## src/rtl/wm_32.sv

```systemverilog
`default_nettype none
// ============================================================================
//  Module   : wm_32
//  Purpose  : Unsigned 32x32 -> 64-bit Wallace-tree multiplier with a
//             two-stage free-running pipeline (tree | carry-propagate add).
//  Revision : 1.0 - initial release
// ============================================================================
module wm_32 (
  input  logic        clk,
  input  logic        rst,
  input  logic [31:0] A,
  input  logic [31:0] B,
  output logic [63:0] product
);

  localparam int c_rows   = 32;
  localparam int c_layers = 8;

  // Row storage for every reduction layer. Layer 0 holds the partial
  // products and layer 8 holds the final sum/carry pair in rows 0 and 1.
  logic [63:0] w_tree [0:c_layers][0:c_rows-1];
  logic [63:0] w_sum;
  logic [63:0] w_carry;
  logic [63:0] r_s1_sum;
  logic [63:0] r_s1_carry;

  // The 3:2 compressors work on whole 64-bit rows. Columns where one input
  // is always zero collapse to half adders during synthesis.
  always_comb begin
    int n;
    for (int l = 0; l <= c_layers; l++) begin
      for (int r = 0; r < c_rows; r++) begin
        w_tree[l][r] = 64'b0;
      end
    end
    for (int r = 0; r < c_rows; r++) begin
      w_tree[0][r] = B[r] ? ({32'b0, A} << r) : 64'b0;
    end
    n = c_rows;
    for (int l = 0; l < c_layers; l++) begin
      for (int g = 0; g < n / 3; g++) begin
        w_tree[l+1][2*g]   = w_tree[l][3*g] ^ w_tree[l][3*g+1] ^ w_tree[l][3*g+2];
        w_tree[l+1][2*g+1] = ((w_tree[l][3*g]   & w_tree[l][3*g+1]) |
                              (w_tree[l][3*g]   & w_tree[l][3*g+2]) |
                              (w_tree[l][3*g+1] & w_tree[l][3*g+2])) << 1;
      end
      // Rows that do not fill a complete group of three pass straight down.
      for (int k = 0; k < n % 3; k++) begin
        w_tree[l+1][2*(n/3)+k] = w_tree[l][3*(n/3)+k];
      end
      n = 2 * (n / 3) + n % 3;
    end
  end

  assign w_sum   = w_tree[c_layers][0];
  assign w_carry = w_tree[c_layers][1];

  always_ff @(posedge clk or posedge rst) begin
    if (rst) begin
      r_s1_sum   <= 64'b0;
      r_s1_carry <= 64'b0;
      product    <= 64'b0;
    end else begin
      r_s1_sum   <= w_sum;
      r_s1_carry <= w_carry;
      product    <= r_s1_sum + r_s1_carry;
    end
  end

endmodule
`default_nettype wire

```

## config.mk

```make
export PLATFORM = sky130hd
export DESIGN_NAME = wm_32
export DESIGN_NICKNAME = d
export VERILOG_FILES = /design/src/rtl/wm_32.sv
export SDC_FILE = /design/constraint.sdc
export NUM_CORES = 2
export LEC_CHECK = 0
export BUFFER_PORTS_ARGS = -buffer_cell sky130_fd_sc_hd__clkbuf_2
export CAP_MARGIN = 20
export CORE_MARGIN = 5
export CORE_UTILIZATION = 40
export CTS_CLUSTER_DIAMETER = 80
export CTS_CLUSTER_SIZE = 16
export DETAILED_ROUTE_END_ITERATION = 10
export SLEW_MARGIN = 20
export SYNTH_ARGS = -nofsm -noshare
export SYNTH_HDL_FRONTEND = slang
export SYNTH_SLANG_ARGS = --single-unit
```

## constraint.sdc

```tcl
create_clock -name clk -period 14.95 [get_ports clk]
set_clock_uncertainty 0.2 [all_clocks]
set_input_delay 1.495 -clock clk [delete_from_list [all_inputs] [get_ports clk]]
set_output_delay 1.495 -clock clk [all_outputs]
set_load 0.1 [all_outputs]
```

==> results.json <==
{
  "worstMarginPinSlew_ps": 1060,
  "crit_type": "in -> reg",
  "cp_slowest_cell": "clkbuf_2",
  "clockBufferDepth": 2,
  "reg2reg_from": "r_s1_sum[9]$_DFF_PP0_",
  "synthesis.area_mm2": 0.0372,
  "r2r_cells": 12,
  "first_iter_violations": 1581,
  "min_path_cells": 0,
  "grt_util_met1_pct": 31.5,
  "placedCellCount": 4952,
  "core_area_mm2": 0.0919,
  "fin_crit_sh_pct": 44.3,
  "rows": 111,
  "portBuffers": 129,
  "synth_edf_count": 0,
  "period_needed_ps": 6630,
  "worst-path-max-fanout": 32,
  "most-common-layout-cells": "fa_1, inv_1, and2_1",
  "async_flop_share_pct": 100,
  "viasPerCell": 4.96,
  "hp-start": "r_s1_sum[3]$_DFF_PP0_",
  "detailed_place_hpwl_mm": 75.9,
  "final-setup-viol-count": 0,
  "grt_pass1_vias": 27257,
  "pre_cts_slack_ps": 7850,
  "wirelength_mm": 99.0,
  "cts_tree": "done",
  "post-route-drc-count": 0,
  "drive_gt1_share_pct": 4.95,
  "rsz0062_at_grt": "no",
  "clkLatencyLatePin_ps": 460,
  "ios": 130,
  "ctsResizeCount": 0,
  "fin_ws_ps": 8320,
  "drv_slew": 0,
  "worst_hold_path_type": "reg -> reg",
  "wl_per_cell_um": 19.9,
  "busiest_layer": "met2",
  "rrSetupSlack_ps": 11140,
  "clockRootBuffer": "clkbuf_16",
  "grt_use_met3_pct": 4.64,
  "area_delta_synth_final_pct": 5.63,
  "crit_chain": "clkbuf_2 > nand2_1 > fa_1 > fa_1 > fa_1 > inv_1 > fa_1 > inv_1 > fa_1 > fa_1 > fa_1 > inv_1 > fa_1",
  "status": "finished, final reports clean",
  "worst_setup_path_end_kind": "flop",
  "synth-seq-area-share_pct": 12.3,
  "dieArea_mm2": 0.0991,
  "synth_seq_cells": 182,
  "via_count": 24741,
  "cpMostUsedCell": "fa_1",
  "drv_cap": 0,
  "ys_types": 59,
  "r2r-end": "product[63]$_DFF_PP0_",
  "cts_hold_buf": 0,
  "die_w_um": 315,
  "crit_arrival_ps": 6760,
  "crit_required_ps": 15080,
  "grt_max_degree": 66,
  "dr.pass1.iters": 7,
  "cp-start-kind": "primary input",
  "synth_cells": 3771,
  "final_common_cell": "fa_1",
  "gr-total-overflow": 0,
  "htreeDepth": 4,
  "grt_first_pass_wirelength_mm": 160,
  "floorplan.initialDensity_pct": 40.4,
  "finalSetupTns_ps": 0,
  "path_clk_slew_ps": 70,
  "syn_nets": 4959,
  "clock-sinks": 182,
  "use_met2_pct": 31.5,
  "avgSynthCellArea_um2": 9.86,
  "grt_util_all_layers_pct": 20.8,
  "dieHeight_um": 315,
  "postCtsSetupRepairBufs": 0,
  "final_hold_viol_count": 0,
  "ant_nets": 0,
  "maxSlewHeadroom_pct": 29.5,
  "antenna_found_initial": 4,
  "yosys_warnings": 0,
  "min_to": "product[3]$_DFF_PP0_",
  "gp_congestion": 0.847,
  "numCtsBuffers": 17,
  "fin_cells": 4987,
  "synthFlopType": "dfrtp_1",
  "max_stage_delay_ps": 690,
  "nets": 4916,
  "timing.fmax_ghz": 0.151
}
-- how the worst max path moves through the flow --
stage               slack [ps]  startpoint                endpoint  cells past startpoint
finish                    8320       B[20]  r_s1_sum[33]$_DFF_PP0_                     13
detailed placement        7850       A[10]  r_s1_sum[33]$_DFF_PP0_                     14
floorplan                 8310         rst    product[0]$_DFF_PP0_                      1
CTS                       8370       A[10]  r_s1_sum[33]$_DFF_PP0_                     14
global placement          7950       A[15]  r_s1_sum[44]$_DFF_PP0_                     17
global route              8160       A[10]  r_s1_sum[33]$_DFF_PP0_                     14
-- area by class of cell --
| cell class | instances | area [um^2] |
|---|---|---|
| clock buffer | 19 | 433 |
| fill | 9023 | 52700 |
| antenna | 3 | 7.51 |
| sequential | 182 | 4550 |
| multi-input combinational | 2525 | 28600 |
| tap | 1243 | 1560 |
| timing repair buffer | 144 | 758 |
| inverter | 858 | 3230 |
| clock inverter | 13 | 113 |
-- worst max-delay path, delay by kind of cell --
family                   cells  cell delay (ps)
adder cells (fa/ha/maj)      8             4170
buffers and inverters        4              870
AND/OR/NAND/NOR              1              180
-- flip-flops by register name (all words and copies together), names as in the netlist --
name / flops
r_s1_carry: 55
r_s1_sum: 63
product: 64
-- kinds of logic after synthesis --
kind of cell | after synthesis | share of synthesized area [%]
flops | 182 | 12.3
buf+inv | 1064 | 10.8
simple gates | 1161 | 16.3
compound gates | 191 | 3.40
xor+xnor | 48 | 1.13
fa+ha+maj | 1122 | 56.1
mux | 3 | 0.0842
-- stage by stage --
step | instance area, um^2 | hold WS, ps | util (%)
final | 39300 | 149 | 42.7
after global routing | 39300 | 162 | 42.7
after CTS | 39300 | 150 | 42.7
after detailed placement | 38700 | 136 | 42.1
after global placement | 38700 | 133 | 42.1
after floorplan | 37200 | 131 | -
-- layer usage --
layer	wire (um)	vias to the layer above
met5	25	-
met4	1140	4
met3	8090	79
met2	42900	797
met1	46900	13106
li1	-	10755
-- cells in the mapped netlist, types with 20 or more instances --
library cell	number	area, um^2
xnor2_1	35	307
ha_1	214	2680
a21oi_1	63	315
inv_1	858	3220
dfrtp_1	182	4550
nor2_1	44	165
and2_1	626	3920
a21o_1	20	150
o21ai_0	32	160
fa_1	908	18200
clkbuf_1	200	751
nand2_1	444	1670
Power is not shown: default switching activity piles up to over one toggle a cycle in this logic, so the estimate is an artifact.
